<file path="config.mk">
export PLATFORM = sky130hd
export DESIGN_NAME = move_executor
export DESIGN_NICKNAME = d
export VERILOG_FILES = /design/src/rtl/move_executor.sv
export SDC_FILE = /design/constraint.sdc
export NUM_CORES = 1
export LEC_CHECK = 0
export BUFFER_PORTS_ARGS = -buffer_cell sky130_fd_sc_hd__buf_2
export CORE_ASPECT_RATIO = 1.1
export CORE_UTILIZATION = 49
export CTS_CLUSTER_SIZE = 16
export DETAILED_ROUTE_END_ITERATION = 10
export GPL_TIMING_DRIVEN = 1
export PLACE_DENSITY_LB_ADDON = 0.05
export SLEW_MARGIN = 40
export SYNTH_ARGS = -nofsm -noshare
export SYNTH_HDL_FRONTEND = slang
export SYNTH_SLANG_ARGS = --single-unit
</file>
<file path="constraint.sdc">
create_clock -name clock -period 2.48 [get_ports clock]
set_input_delay 0.248 -clock clock [delete_from_list [all_inputs] [get_ports clock]]
set_output_delay 0.248 -clock clock [all_outputs]
set_load 0.03 [all_outputs]
</file>
<file path="src/rtl/move_executor.sv">
// move_executor: consumer of the packed move list produced by the setup-move
// generator. It latches the list on a one-cycle strobe, walks it from slot
// NUM_MOVES-1 down to slot 0, and issues each legal move code to the motor
// driver over a valid/done handshake. It pulses seq_done when the list is
// exhausted.
//
// Optional feature macro: MOVE_TIMEOUT_EN. When defined, a watchdog limits
// how long WAIT may hold a move. If move_done does not arrive within
// TIMEOUT_CYCLES, the rest of the list is abandoned. When undefined, WAIT
// holds indefinitely and the timeout output is tied low.
module move_executor #(
  parameter int NUM_MOVES      = 50,
  parameter int TIMEOUT_CYCLES = 50000000
) (
  input  logic                   clock,
  input  logic                   reset,
  input  logic [4*NUM_MOVES-1:0] moves,
  input  logic                   new_moves,
  output logic [3:0]             move_code,
  output logic                   move_valid,
  input  logic                   move_done,
  output logic                   busy,
  output logic                   seq_done,
  output logic                   bad_code,
  output logic                   overrun,
  output logic                   timeout
);

  localparam int IDX_W = (NUM_MOVES > 1) ? $clog2(NUM_MOVES) : 1;
  localparam logic [IDX_W-1:0] LAST_IDX = IDX_W'(NUM_MOVES - 1);

  typedef enum logic [1:0] {
    S_IDLE = 2'd0,
    S_SCAN = 2'd1,
    S_WAIT = 2'd2,
    S_DONE = 2'd3
  } state_t;

  state_t                 state_q, state_d;
  logic [4*NUM_MOVES-1:0] mbuf_q, mbuf_d;
  logic [IDX_W-1:0]       idx_q, idx_d;
  logic [3:0]             code_q, code_d;
  logic                   valid_q, valid_d;
  logic                   busy_q;
  logic                   seq_done_q, seq_done_d;
  logic                   bad_q, bad_d;
  logic                   overrun_q, overrun_d;

`ifdef MOVE_TIMEOUT_EN
  localparam logic [31:0] TIMEOUT_LAST = 32'(TIMEOUT_CYCLES - 1);
  logic [31:0]            cnt_q, cnt_d;
  logic                   timeout_q, timeout_d;
`endif

  // Unpack the latched vector into addressable 4-bit slots.
  logic [3:0] slot [NUM_MOVES];
  for (genvar gi = 0; gi < NUM_MOVES; gi++) begin : g_slot
    assign slot[gi] = mbuf_q[4*gi +: 4];
  end

  logic [3:0] cur_code;
  logic       code_is_move;
  logic       code_is_bad;

  assign cur_code     = slot[idx_q];
  // 2..13 are real face turns; 0 is padding; 1, 14 and 15 are illegal.
  assign code_is_move = (cur_code >= 4'd2) && (cur_code <= 4'd13);
  assign code_is_bad  = (cur_code == 4'd1) || (cur_code >= 4'd14);

  // Next-state and next-output logic for the scan/issue sequencer.
  always_comb begin
    state_d    = state_q;
    mbuf_d     = mbuf_q;
    idx_d      = idx_q;
    code_d     = code_q;
    valid_d    = valid_q;
    seq_done_d = 1'b0;
    bad_d      = bad_q;
    overrun_d  = overrun_q;
`ifdef MOVE_TIMEOUT_EN
    cnt_d      = cnt_q;
    timeout_d  = timeout_q;
`endif

    // A strobe is only accepted from a quiet IDLE. The cycle that shows the
    // seq_done pulse still counts as part of the previous list.
    if (new_moves && ((state_q != S_IDLE) || seq_done_q)) begin
      overrun_d = 1'b1;
    end

    case (state_q)
      S_IDLE: begin
        if (new_moves && !seq_done_q) begin
          mbuf_d  = moves;
          idx_d   = LAST_IDX;
          state_d = S_SCAN;
        end
      end

      S_SCAN: begin
        if (code_is_move) begin
          code_d  = cur_code;
          valid_d = 1'b1;
          state_d = S_WAIT;
`ifdef MOVE_TIMEOUT_EN
          cnt_d   = 32'd0;
`endif
        end else begin
          // Padding and illegal codes are both skipped; illegal ones are flagged.
          if (code_is_bad) begin
            bad_d = 1'b1;
          end
          if (idx_q == '0) begin
            state_d = S_DONE;
          end else begin
            idx_d = idx_q - 1'b1;
          end
        end
      end

      S_WAIT: begin
        if (move_done) begin
          // A done on the expiry cycle takes priority over the timeout.
          valid_d = 1'b0;
          if (idx_q == '0) begin
            state_d = S_DONE;
          end else begin
            idx_d   = idx_q - 1'b1;
            state_d = S_SCAN;
          end
        end
`ifdef MOVE_TIMEOUT_EN
        else if (cnt_q >= TIMEOUT_LAST) begin
          timeout_d = 1'b1;
          valid_d   = 1'b0;
          state_d   = S_DONE;
        end else begin
          cnt_d = cnt_q + 32'd1;
        end
`endif
      end

      S_DONE: begin
        seq_done_d = 1'b1;
        state_d    = S_IDLE;
      end

      default: begin
        state_d = S_IDLE;
      end
    endcase
  end

  // State and output registers; reset aborts any sequence in flight.
  always_ff @(posedge clock) begin
    if (reset) begin
      state_q    <= S_IDLE;
      mbuf_q     <= '0;
      idx_q      <= '0;
      code_q     <= 4'd0;
      valid_q    <= 1'b0;
      busy_q     <= 1'b0;
      seq_done_q <= 1'b0;
      bad_q      <= 1'b0;
      overrun_q  <= 1'b0;
`ifdef MOVE_TIMEOUT_EN
      cnt_q      <= 32'd0;
      timeout_q  <= 1'b0;
`endif
    end else begin
      state_q    <= state_d;
      mbuf_q     <= mbuf_d;
      idx_q      <= idx_d;
      code_q     <= code_d;
      valid_q    <= valid_d;
      busy_q     <= (state_d != S_IDLE);
      seq_done_q <= seq_done_d;
      bad_q      <= bad_d;
      overrun_q  <= overrun_d;
`ifdef MOVE_TIMEOUT_EN
      cnt_q      <= cnt_d;
      timeout_q  <= timeout_d;
`endif
    end
  end

  assign move_code  = code_q;
  assign move_valid = valid_q;
  assign busy       = busy_q;
  assign seq_done   = seq_done_q;
  assign bad_code   = bad_q;
  assign overrun    = overrun_q;
`ifdef MOVE_TIMEOUT_EN
  assign timeout    = timeout_q;
`else
  assign timeout    = 1'b0;
`endif

endmodule

</file>
# Word-level counts from Yosys, hierarchy flattened

Index checks and enable logic that the tools add are counted.

Equal/unequal tests: 8
Bitwise operators: 2
Add/sub/neg operators: 1
Magnitude comparators: 4
Multiplexer cells: 18
Reduce and logical (&&, ||, !) cells: 17

Operators with widths:

| kind                                                              | count |
|---|---|
| binary-select mux 4 bit (select 6 bit)                            | 1 |
| 2-to-1 mux 6 bit                                                  | 4 |
| one-hot mux 6 bit (3 select lines)                                | 1 |
| 2-to-1 mux 2 bit                                                  | 5 |
| 2-to-1 mux 4 bit                                                  | 2 |
| inequality test 2 bit, second input constant                      | 4 |
| one-hot mux 2 bit (4 select lines)                                | 1 |
| greater-or-equal comparator 7 bit, second input constant          | 1 |
| inverter 6 -> 7 bit                                               | 1 |
| zero test 6 bit                                                   | 1 |
| AND reduction 3 bit                                               | 2 |
| nonzero test 2 bit                                                | 3 |
| subtractor 6 x 1 -> 6 bit, second input constant                  | 1 |
| == test 2 bit, second input constant                              | 2 |
| == test 4 x 1 -> 1 bit, second input constant                     | 1 |
| greater-or-equal comparator 4 x 2 -> 1 bit, second input constant | 1 |
| greater-or-equal comparator 4 bit, second input constant          | 1 |
| <= comparator 4 bit, second input constant                        | 1 |
| AND reduction 2 bit                                               | 2 |
| AND reduction 4 bit                                               | 1 |
| logical AND 1 bit                                                 | 3 |
| 2-to-1 mux 1 bit                                                  | 3 |
| nonzero test 3 bit                                                | 1 |
| == test 2 x 1 -> 1 bit, second input constant                     | 1 |
| 5 further kinds                                                   | 6 |

Bits in registers: 217
Logic and storage cells: 59
Input bits: 204
Output and inout port bits: 10

# Longest topological paths before layout

Gate-level depths: netlist (run 1).

Depth in word-level cells: 9
Mapped depth: 11
Gate-level depth less buffers: 8

# Worst setup path before layout (run 1)

OpenSTA, ideal clock, no wires.

Path kind: register to register
Start: reg idx_q[1]
End: reg bad_q (netlist: bad_code)
Stages on the path, launching flop included: 10
Period minus slack after synthesis: 2,657 ps
Library setup time: 129 ps
Required time: 2,351 ps
Data arrival time: 2,528 ps
Path buffers: 4
Setup slack: -177 ps
Cells stage by stage: dfxtp_1 -> buf_4 -> buf_6 -> buf_4 -> clkbuf_1 -> mux4_2 -> mux4_2 -> mux4_2 -> a21oi_1 -> o31ai_1

Cells in the longest elaborated chain, start to end: 8
Elaborated cells on any way between the ends: 12
Those cells by class: order compare (3); eq/ne (1); mux (3); bitwise (2); reduce/logical (3)

Ends and longest elaborated chain:

| item                                                                              | RTL line | RTL |
|---|---|---|
| from (decl)                                                                       | 41       | `logic [IDX_W-1:0] idx_q, idx_d;` |
| from (signal assigned)                                                            | 173      | `idx_q <= idx_d;` |
| inverter 6 -> 7 bit (not written as such) *                                       | 65       | `assign cur_code = slot[idx_q];` |
| binary-select mux 4 bit (select 6 bit) *                                          | 65       |  |
| 2-to-1 mux 4 bit (not written as such) * (2 in a row)                             | 65       |  |
| greater-or-equal comparator 4 x 2 -> 1 bit or <= comparator 4 bit (tied branches) | 67       | `assign code_is_move = (cur_code >= 4'd2) && (cur_code <= 4'd13);` |
| logical AND 1 bit                                                                 | 67       |  |
| inverter 1 bit (no source line)                                                   | n/a      |  |
| AND reduction 3 bit (no source line) *                                            | n/a      |  |
| to (signal assigned)                                                              | 164      | `bad_q <= 1'b0;` |
| to (signal assigned)                                                              | 178      | `bad_q <= bad_d;` |
| to (decl)                                                                         | 46       | `logic bad_q, bad_d;` |

Mark *: on every way between the ends. The rest lies on a longest branch, timed or not. The select of a mux whose other input is x is not followed.
A chain may end at the register's enable or synchronous reset.

# Worst setup path after layout (run 1)

Start: reg idx_q[0]
End: reg idx_q[5]

Cells in the longest elaborated chain, start to end: 8
Elaborated cells on any way between the ends: 15
Those cells by class: add/sub (1); order compare (2); eq/ne (1); mux (7); bitwise (1); reduce/logical (3)

Ends and longest elaborated chain:

| item                                                                              | RTL line |
|---|---|
| inverter 6 -> 7 bit (not written as such)                                         | 65 |
| binary-select mux 4 bit (select 6 bit)                                            | 65 |
| 2-to-1 mux 4 bit (not written as such) (2 in a row)                               | 65 |
| greater-or-equal comparator 4 x 2 -> 1 bit or <= comparator 4 bit (tied branches) | 67 |
| logical AND 1 bit                                                                 | 67 |
| inequality test 2 bit (no source line)                                            | n/a |
| AND reduction 4 bit (no source line)                                              | n/a |

Parallel ways exist; a longest one is shown, timed or not. The select of a mux whose other input is x is not followed.

==> key figures, run 1 <==
Global route
  – Largest net degree at the start of global routing: 96
  – Vias in the first global route: between 9000 and 10000
  – First-pass GRT wire length: 46900 um
  – Initial antenna violation count: 0
  – Grt total ovfl: 0
  – Tot GR Track Use: 29.6%

Clock tree
  – Clock root buffer master: clkbuf_16
  – CTS sink cnt: ~220
  – TritonCTS clock tree: built
  – Clk buf depth: 3
  – Clk_lat worst skew: between 0.5 and 0.6 ns
  – Number of H-tree levels: 1
  – Clock transition at path regs: roughly 0.070 ns
  – Num CTS Buffers: 24

Die
  – Rows: 53
  – Initial core utilization: approximately half
  – Die X: approximately 140 um
  – IO Pins: 214
  – Vert. Die Dim: around 150 um
  – Die Area: roughly 20000 sq um
  – Core Region: 19200 sq um

Cells and area
  – Most common cell after layout, fill and taps aside: nand2_1
  – Area Overhead vs Synth: 49.2%
  – Layout Nets: 1768
  – # diodes: 0
  – Layout cells sized above 1: 26.7%
  – Most frequent cells in the layout: nand2_1 (435), dfxtp_1 (214), buf_2 (211)

STA
  – Final WS setup: -0.386 ns
  – Unrepaired setup endpoints after global routing: yes
  – Fmax: 0.349 GHz
  – Setup TNS: -4.80 ns
  – Final setup skew: 0.0148 ns
  – Max Transition Viols Final: 0
  – Least-Margin Pin Slew: 0.682 ns
  – Final critical-path required period: 2.87 ns
  – Final Hold Vio Count: 0
  – Final period util: 116%
  – Relative slew slack: 54.5%
  – Hold_ws: 0.00912 ns
  – Final Setup Violations: 15

Worst setup path
  – WP data required: around 2.8 ns
  – Startpoint Class: flop
  – Critical Path End Type: flop
  – Reg2reg end: idx_q[5]$_SDFFE_PP0P_
  – Reg-to-reg startpoint: idx_q[0]$_SDFFE_PP0P_
  – Cells on worst reg2reg path: 9
  – CP Class: reg2reg
  – Crit Path Max Fanout: 6
  – CP arrival: 3.23 ns
  – CP Launch Point: idx_q[0]$_SDFFE_PP0P_
  – R2r setup slk: -0.39 ns

Yosys
  – Number of synthesized flops with an enable pin: 0
  – Mapped Area: 9600 sq um
  – Syn_nets: about 1400
  – Cells after Synth: 1151
  – Sequential element share of the synthesized area: a little under half
  – Asr flop ratio synth: 0%
  – Main synth FF type: dfxtp_1
  – Unique cell type count in the Yosys netlist: 57
  – Avg Cell Area, Syn: 8.34 sq um
  – Synth warn: 0
  – Flops & latches, synth: 217

Routing
  – Met3 routed WL: 1510 um
  – Routed Antenna Nets: 0
  – Final wirelength: 29900 um
  – M1 WL: 12400 um
  – Vias per cell: ~5.3
  – Vias: 9582
  – Max layer used: met4
  – Metal2 WL: 15300 um
  – DR WL/cell: 16.4 um
  – Pre-antenna DRT Iters: 7
  – Drt first-iter violations: 494
  – Drt drc: 0

Hold path
  – Worst Hold Launch: moves[106]
  – Worst hold path class: in2reg
  – WHS Path Cells: 3
  – Hold EP: mbuf_q[106]$_SDFFE_PP0P_

Outcome
  – Failing checks: negative setup slack
  – Status: finished with violations

Power and ir drop
  – Leak: 5.83 nW
  – Power Density: 1060 nW/um^2
  – VDD IR-drop max: around 0.72 mV

Flow run
  – # Max-Cap Violations: 0

Placement
  – Routability cong.: between 0.8 and 0.9
  – Dpl hpwl: around 19000 um
  – PortBufs: between 200 and 250
## worst max-delay path, cell delays in order, from the launching register on
cell and delay [ns]:
dfxtp_4 0.45, buf_12 0.15, mux4_1 0.56, nand2_1 0.13, o311ai_4 0.11, and3_4 0.21, a311o_2 0.35, or3_4 0.42
a31oi_4 0.19, a311oi_1 0.11
## through the flow
step                instances  total power, mW  worst slack (ns)  instance area, sq um  utilization (%)
floorplan                1151             8.34            -0.141                  9630                -
global placement         1585             10.4            -0.368                 11200             58.7
detailed placement       1585             10.4            -0.422                 11200             58.7
CTS                      1820             14.8            -0.350                 14200             73.8
global route             1822             16.0            -0.456                 14300             74.7
finish                   1822             15.2            -0.386                 14300             74.7
## cell usage after synthesis, drive strengths merged (6+ instances only)
cell,count,area (sq um)
nand2,437,1640
dfxtp,217,4340
a21oi,212,1060
clkbuf,72,270
mux4,46,1050
buf,18,136
nor2,12,45.0
inv,10,37.5
mux2,10,113
nor3,9,50.1
nand3,8,40.0
o21ai,8,40.0
ha,7,87.6
nand2b,6,37.5
nand4,6,37.5
nor2b,6,37.5
o31ai,6,45.0
## layer usage
metal	global-route usage, %	up-vias
met2	52.9	269
li1	-	4750
met3	3.98	47
met5	0	-
met1	37.4	4516
met4	7.58	0
## flip-flops by register name, summed over array words and instances, names as in the netlist
register    count
seq_done        1
busy            1
bad_code        1
mbuf_q        200
move_code       4
idx_q           6
move_valid      1
overrun         1
state_q         2
## what timing repair did
item	in CTS	in global routing
pin swaps	6	10
endpoints found under the hold margin	186	0
hold buffers	186	0
setup buffers	4	3
gates cloned	1	2
endpoints found under the setup margin	15	15
resized for setup	24	30
## where the power goes
part / switching, mW / internal [mW]
Combinational: 3.57 / 3.13
Sequential: 0.478 / 4.20
Clock: 1.44 / 2.34
## final cells by class
type | count | area (sq um)
well taps | 247 | 309
flip-flops and latches | 217 | 4350
multi-input cells | 832 | 5050
clock inverters | 8 | 128
repair buffers | 470 | 3710
clock buffers | 36 | 727
fillers | 1429 | 4850
inverters | 12 | 45.0
## worst max path at each step
stage | to | slack, ns
global route | idx_q[5]$_SDFFE_PP0P_ | -0.46
global placement | idx_q[5]$_SDFFE_PP0P_ | -0.37
finish | idx_q[5]$_SDFFE_PP0P_ | -0.39
CTS | idx_q[5]$_SDFFE_PP0P_ | -0.35
floorplan | move_valid$_SDFFE_PP0P_ | -0.14
detailed placement | idx_q[0]$_SDFFE_PP0P_ | -0.42
## cells by family (layout without fill, tap and decap cells)
group / count (synthesis) / after routing / synth area share, %
simple gates: 499 / 499 / 20.8
compound gates: 265 / 265 / 15.6
flops: 217 / 217 / 45.3
buf+inv: 102 / 526 / 4.71
mux: 60 / 60 / 12.6
fa+ha+maj: 7 / 7 / 0.913
other cells: 1 / 1 / 0.0391
Note: power is estimated with default switching activity, not from simulation.
==> run 2, diff against run 1 <==
--- a/config.mk
+++ b/config.mk
@@ -12,6 +12,7 @@
 export DETAILED_ROUTE_END_ITERATION = 10
 export GPL_TIMING_DRIVEN = 1
 export PLACE_DENSITY_LB_ADDON = 0.05
+export SETUP_SLACK_MARGIN = 0.3
 export SLEW_MARGIN = 40
 export SYNTH_ARGS = -nofsm -noshare
 export SYNTH_HDL_FRONTEND = slang
==> run 2 against run 1 <==
Compared with the run above: the run still ends with negative setup slack left; setup slack improved by 0.0091 ns; combinational power rose by 2%; final cell count rose by 0.16%; wire length rose by 6.7%; core utilization fell by 0.30 points; hold slack improved by 0.00088 ns; global-route usage rose by 1.4 points; total power fell by 2.0%; sequential share of layout area rose by 0.16 points; register-to-register slack barely moved; critical path depth did not move; critical path type unchanged.
==> key figures, run 2 (synthesized netlist as in run 1, its figures left out) <==
Clock tree
  – Number of H-tree levels: 1 (unchanged)
  – Clk buf depth: 3 (unchanged)
  – Clock root buffer master: clkbuf_16
  – Clock transition at path regs: 0.06 ns (about the same)
  – Clk_lat worst skew: 0.52 ns (about the same)
  – CTS sink cnt: 217 (unchanged)
  – Num CTS Buffers: 23 (-4.2%)
  – TritonCTS clock tree: built

Cells and area
  – Layout fillers: 1392 (-2.6%)
  – Area Overhead vs Synth: 48.6%
  – Most frequent cells in the layout: nand2_1 (434), dfxtp_1 (214), buf_2 (211)
  – Most common cell after layout, fill and taps aside: nand2_1
  – Layout Nets: 1775 (+0.40%)
  – Final core utilization: 74.4% (-0.30 points)
  – Max reg flops: 200 (unchanged)
  – Top reg by flops: mbuf_q
  – Layout cells sized above 1: 26.7% (about the same)
  – Cell Count, Final, Fillers Out: 1825 (+0.16%)
  – # diodes: 0 (unchanged)

STA
  – Setup TNS: -3.80 ns (+0.999 ns)
  – Relative slew slack: 53.4% (-1.2 points)
  – Max Transition Viols Final: 0 (unchanged)
  – Fmax: 0.350 GHz (+0.32%)
  – Final critical-path required period: 2.86 ns (-0.00910 ns)
  – Final Setup Violations: 15 (unchanged)
  – Final period util: 115% (-0.37 points)
  – Final setup skew: 0.0206 ns (+0.00582 ns)
  – Unrepaired setup endpoints after global routing: yes
  – Least-Margin Pin Slew: 0.700 ns (+0.0176 ns)
  – Final Hold Vio Count: 0 (unchanged)
  – Final WS setup: -0.377 ns (+0.00910 ns)

Routing
  – Drt drc: 0 (unchanged)
  – Vias: 9795 (+2.2%)
  – Pre-antenna DRT Iters: 5 (-2)
  – Vias per cell: 5.37 (+2.1%)
  – Drt first-iter violations: 652 (+32%)
  – Routed Antenna Nets: 0 (unchanged)
  – DR WL/cell: 17.5 um (+6.6%)
  – Final wirelength: 31900 um (+6.7%)

Worst setup path
  – Reg2reg end: idx_q[5]$_SDFFE_PP0P_
  – CP Class: reg2reg
  – WP data required: 2.85 ns (about the same)
  – Crit Path Max Fanout: 6 (unchanged)
  – Reg-to-reg startpoint: idx_q[0]$_SDFFE_PP0P_
  – Cells on worst reg2reg path: 9 (unchanged)
  – CP arrival: 3.23 ns (about the same)
  – Critical Path End Type: flop
  – R2r setup slk: -0.38 ns (about the same)
  – Startpoint Class: flop

Power and ir drop
  – Leak: 5.79 nW (-0.72%)
  – VDD IR-drop max: 0.640 mV (-12%)
  – Power Density: 1040 nW/um^2 (-1.6%)
  – Pwr Total: 14.9 mW (-2.0%)

Global route
  – First-pass GRT wire length: 48500 um (+3.6%)
  – Grt total ovfl: 0 (unchanged)
  – Tot GR Track Use: 31.0% (+1.4 points)
  – Gr busiest metal: met2
  – Initial antenna violation count: 0 (unchanged)
  – GRT met3 Usage: 4.21% (+0.24 points)
  – GRT met2 Usage: 56.4% (+3.6 points)
  – Vias in the first global route: 9481 (+2.4%)
  – Largest net degree at the start of global routing: 133 (+39%)
  – Met1 GRT Util: 37.7% (+0.35 points)

Placement
  – Dpl hpwl: 19300 um (+2.9%)
  – PortBufs: 212 (unchanged)
  – Cell count after placement: 1578 (-0.44%)
  – Place WS: -0.539 ns (-0.117 ns)
  – Routability cong.: 0.846 (-1.5%)

Flow run
  – # Max-Cap Violations: 0 (unchanged)

Die
  – Core Region: 19200 sq um (unchanged)
  – Die Area: 20100 sq um (unchanged)
  – Die X: 135 um (unchanged)
  – IO Pins: 214 (unchanged)
  – Initial core utilization: 50.1% (unchanged)
  – Rows: 53 (unchanged)
  – Vert. Die Dim: 149 um (unchanged)

Outcome
  – Status: finished with violations
  – Failing checks: negative setup slack

Hold path
  – WHS Path Cells: 3 (unchanged)
  – Hold EP: mbuf_q[74]$_SDFFE_PP0P_
  – Worst hold path class: in2reg
  – Worst Hold Launch: moves[74]
-- run 2: changes by cell type in the layout (fill, tap and decap cells not counted), moves of 3 or more --
| cell | change |
|---|---|
| buf_4 | +6 |
| bufinv_16 | -3 |
| clkbuf_16 | -3 |
| mux2_2 | +3 |
| mux2_4 | -3 |
-- run 2: power by group --
part	total [mW]	internal (mW)	switching, mW
registers	4.74	4.21	0.530
logic	6.83	3.16	3.68
clock network	3.29	1.90	1.39
-- run 2: critical path, cell delays in order, from the launching register on --
cell and delay, ns:
dfxtp_4 0.40, buf_12 0.15, mux4_2 0.51, a22oi_2 0.16, nand4_1 0.16, and3_4 0.22
a311o_1 0.36, or3_4 0.40, a31oi_4 0.23, a311oi_1 0.12
-- run 2: worst max-delay path by stage --
stage                                startpoint                       to  slack (ns)  cells past startpoint
final                     idx_q[0]$_SDFFE_PP0P_    idx_q[5]$_SDFFE_PP0P_       -0.38                      9
after global routing      idx_q[0]$_SDFFE_PP0P_    idx_q[5]$_SDFFE_PP0P_       -0.44                      9
after CTS                 idx_q[0]$_SDFFE_PP0P_    idx_q[5]$_SDFFE_PP0P_       -0.30                      9
after detailed placement  idx_q[0]$_SDFFE_PP0P_    idx_q[5]$_SDFFE_PP0P_       -0.54                      8
after global placement    idx_q[0]$_SDFFE_PP0P_  move_valid$_SDFFE_PP0P_       -0.48                      9
after floorplan           idx_q[0]$_SDFFE_PP0P_  move_valid$_SDFFE_PP0P_       -0.14                      9
-- run 2: routing by layer --
| layer | vias up | wire, um |
|---|---|---|
| li1 | 4764 | - |
| met1 | 4643 | 12700 |
| met2 | 336 | 16500 |
| met3 | 52 | 1880 |
| met4 | 0 | 746 |
| met5 | - | 0 |
-- run 2: repair_timing --
item	CTS	global route
gates resized for setup	29	24
setup buffers	8	10
setup endpoints to repair	15	103
hold buffers	186	0
gates cloned	1	3
endpoints found under the hold margin	186	0
pin swaps	5	21
-- run 2: cell type report --
class                      count  area, sq um  area share, %
multi-input combinational    834         5080           35.6
sequential                   217         4360           30.5
timing repair buffer         476         3760           26.4
clock buffer                  35          691           4.84
tap                          247          309           2.17
inverter                      12         45.0          0.316
clock inverter                 4         22.5          0.158
-- run 2: stage by stage --
step / hold WS, ns / cell area (sq um)
after CTS: 0.000168 / 14000
after global placement: 0.440 / 11200
after global routing: 0.0149 / 14300
after detailed placement: 0.444 / 11200
after floorplan: 0.384 / 9660
final: 0.0100 / 14300
==> run 3, diff against run 2 <==
--- a/config.mk
+++ b/config.mk
@@ -7,7 +7,7 @@
 export LEC_CHECK = 0
 export BUFFER_PORTS_ARGS = -buffer_cell sky130_fd_sc_hd__buf_2
 export CORE_ASPECT_RATIO = 1.1
-export CORE_UTILIZATION = 49
+export CORE_UTILIZATION = 55
 export CTS_CLUSTER_SIZE = 16
 export DETAILED_ROUTE_END_ITERATION = 10
 export GPL_TIMING_DRIVEN = 1
==> constraint.sdc (replaced) <==
create_clock -name clock -period 3.65 [get_ports clock]
set_input_delay 0.365 -clock clock [delete_from_list [all_inputs] [get_ports clock]]
set_output_delay 0.365 -clock clock [all_outputs]
set_load 0.03 [all_outputs]
==> run 3 against run 2 <==
Compared with the run above: the run now ends clean; setup slack gained 0.87 ns; design area shrank 20%; sequential cell count is the same; final cell count shrank 15%; first-iteration DRC count shrank 29%; hold slack gained 0.089 ns; wire length shrank 22%; fmax shrank 9.5%; core utilization shrank 7.1 points; global-route usage shrank 3.4 points; clock-buffer cell count shrank 3; critical path type unchanged.
==> key figures, run 3 (synthesized netlist as in run 1, its figures left out) <==
Power and ir drop
  – Leak: 4.60 nW (-20%)
  – VDD IR-drop max: 0.432 mV (-33%)
  – Power Density: 755 nW/um^2 (-28%)
  – Pwr Total: 8.65 mW (-42%)

Cells and area
  – # diodes: 0 (unchanged)
  – Layout Nets: 1524 (-14%)
  – Top reg by flops: mbuf_q
  – Most frequent cells in the layout: nand2_1 (437), dfxtp_1 (214), a21oi_1 (211), buf_2 (211), mux4_2 (41)
  – Most common cell after layout, fill and taps aside: nand2_1
  – Cell area after layout: 11500 sq um (-20%)
  – Area Overhead vs Synth: 19.4%
  – Layout cells sized above 1: 24.8% (-1.9 points)
  – Max reg flops: 200 (unchanged)

Global route
  – Initial antenna violation count: 0 (unchanged)
  – Grt total ovfl: 0 (unchanged)
  – Tot GR Track Use: 27.6% (-3.4 points)
  – First-pass GRT wire length: 39400 um (-19%)
  – Vias in the first global route: 7733 (-18%)
  – Largest net degree at the start of global routing: 127 (-4.5%)

Flow run
  – # Max-Cap Violations: 0 (unchanged)

Routing
  – DR WL/cell: 16.0 um (-8.2%)
  – Drt first-iter violations: 461 (-29%)
  – Final wirelength: 25000 um (-22%)
  – Drt drc: 0 (unchanged)
  – Pre-antenna DRT Iters: 5 (unchanged)
  – Vias: 8511 (-13%)
  – Vias per cell: 5.46 (+1.7%)
  – Routed Antenna Nets: 0 (unchanged)

Hold path
  – WHS Path Cells: 3 (unchanged)
  – Worst hold path class: in2reg
  – Worst Hold Launch: moves[12]

Worst setup path
  – Crit Path Max Fanout: 16 (+10)
  – Crit path cell chain: buf_16, mux4_2, nand2_1, nand4_1, and3_1, a311oi_1, a211oi_2, o311a_1, a41o_1
  – CP Launch Point: idx_q[0]$_SDFFE_PP0P_
  – Startpoint Class: flop
  – Buffers and inverters on the worst path: 1 (unchanged)
  – CP Depth: 9 (unchanged)
  – Worst-path cell with the longest stage delay: dfxtp_4
  – Reg-to-reg startpoint: idx_q[0]$_SDFFE_PP0P_
  – CP delay by family, top: compound AO/OA/AOI/OAI gates
  – Critical Path End Type: flop
  – CP arrival: 3.54 ns (+0.31 ns)
  – CP Class: reg2reg
  – Cells on worst reg2reg path: 9 (unchanged)
  – CP max stage delay: 0.54 ns (+0.03 ns)
  – WP data required: 4.03 ns (+1.18 ns)

Die
  – Initial core utilization: 56.4% (+6.3 points)
  – Die X: 128 um (-5.5%)
  – IO Pins: 214 (unchanged)
  – Rows: 50 (-5.7%)
  – Vert. Die Dim: 141 um (-5.5%)
  – Core Region: 17000 sq um (-11%)
  – Die Area: 18000 sq um (-11%)

Placement
  – PortBufs: 212 (unchanged)
  – Dpl cell area: 10700 sq um (-4.1%)
  – Dpl hpwl: 17600 um (-8.8%)
  – Routability cong.: 0.843 (-0.30%)
  – Place WS: 0.367 ns (+0.906 ns)

STA
  – Final critical-path required period: 3.16 ns (+0.299 ns)
  – Final WS setup: 0.494 ns (+0.871 ns)
  – Final setup skew: 0.00873 ns (-0.0119 ns)
  – Final period util: 86.5% (-29 points)
  – Setup TNS: 0 ns (+3.80 ns)
  – Unrepaired setup endpoints after global routing: no
  – Hold_ws: 0.0989 ns (+0.0889 ns)
  – Final Setup Violations: 0 (-15)
  – Least-Margin Pin Slew: 0.797 ns (+0.0973 ns)
  – Max Transition Viols Final: 0 (unchanged)
  – Final Hold Vio Count: 0 (unchanged)
  – Relative slew slack: 46.9% (-6.5 points)
  – Fmax: 0.317 GHz (-9.5%)

Clock tree
  – Clock root buffer master: clkbuf_16
  – CTS sink cnt: 217 (unchanged)
  – Number of H-tree levels: 1 (unchanged)
  – Clk buf depth: 3 (unchanged)
  – Num CTS Buffers: 23 (unchanged)
  – CTS Hold Bufs: 0 (-100%)
  – Clk_lat worst skew: 0.50 ns (-0.02 ns)
  – Clock transition at path regs: 0.06 ns (about the same)
  – TritonCTS clock tree: built

Outcome
  – Status: finished clean
==> run 3: area by class of cell <==
cell class	count	area, sq um
inverter	12	45.0
fill	1530	5560
tap	234	293
sequential	217	4350
multi-input combinational	832	4830
timing repair buffer	227	1250
clock inverter	5	30.0
clock buffer	32	659
==> run 3: per-stage QoR <==
stage | std cells | util, %
after floorplan | 1151 | -
after global placement | 1521 | 63.0
after detailed placement | 1521 | 63.0
after CTS | 1558 | 67.1
after global routing | 1559 | 67.4
final | 1559 | 67.4
==> run 3: path summary, 6_finish.rpt <==
check                            end  slack (ns)
max            idx_q[2]$_SDFFE_PP0P_        0.49
max reg2reg    idx_q[2]$_SDFFE_PP0P_        0.49
min          mbuf_q[12]$_SDFFE_PP0P_         0.1
min reg2reg  mbuf_q[27]$_SDFFE_PP0P_        0.45
==> run 3: what timing repair did <==
action,4_1_cts,5_1_grt
resized for setup,0,4
setup buffers,0,1
setup endpoints to repair,0,13
==> run 3: layer usage <==
metal	up-vias	global-route usage (%)	part of all wire [%]
met3	42	3.71	5.2
li1	4258	-	-
met5	-	0	0
met4	0	7.68	2.0
met2	251	45.5	48
met1	3960	37.9	45
==> run 3: worst register-to-register path, cell delays in order, from the launching register on <==
cell and delay [ns]:
dfxtp_4 0.54, buf_16 0.22, mux4_2 0.51, nand2_1 0.09, nand4_1 0.14, and3_1 0.27, a311oi_1 0.39, a211oi_2 0.26
o311a_1 0.40, a41o_1 0.22
==> run 3: where the power goes <==
part           internal (mW)  switching [mW]  leakage, nW
Sequential              2.86           0.430         1.78
Clock                   1.25           0.908        0.336
Combinational           1.31            1.90         2.49
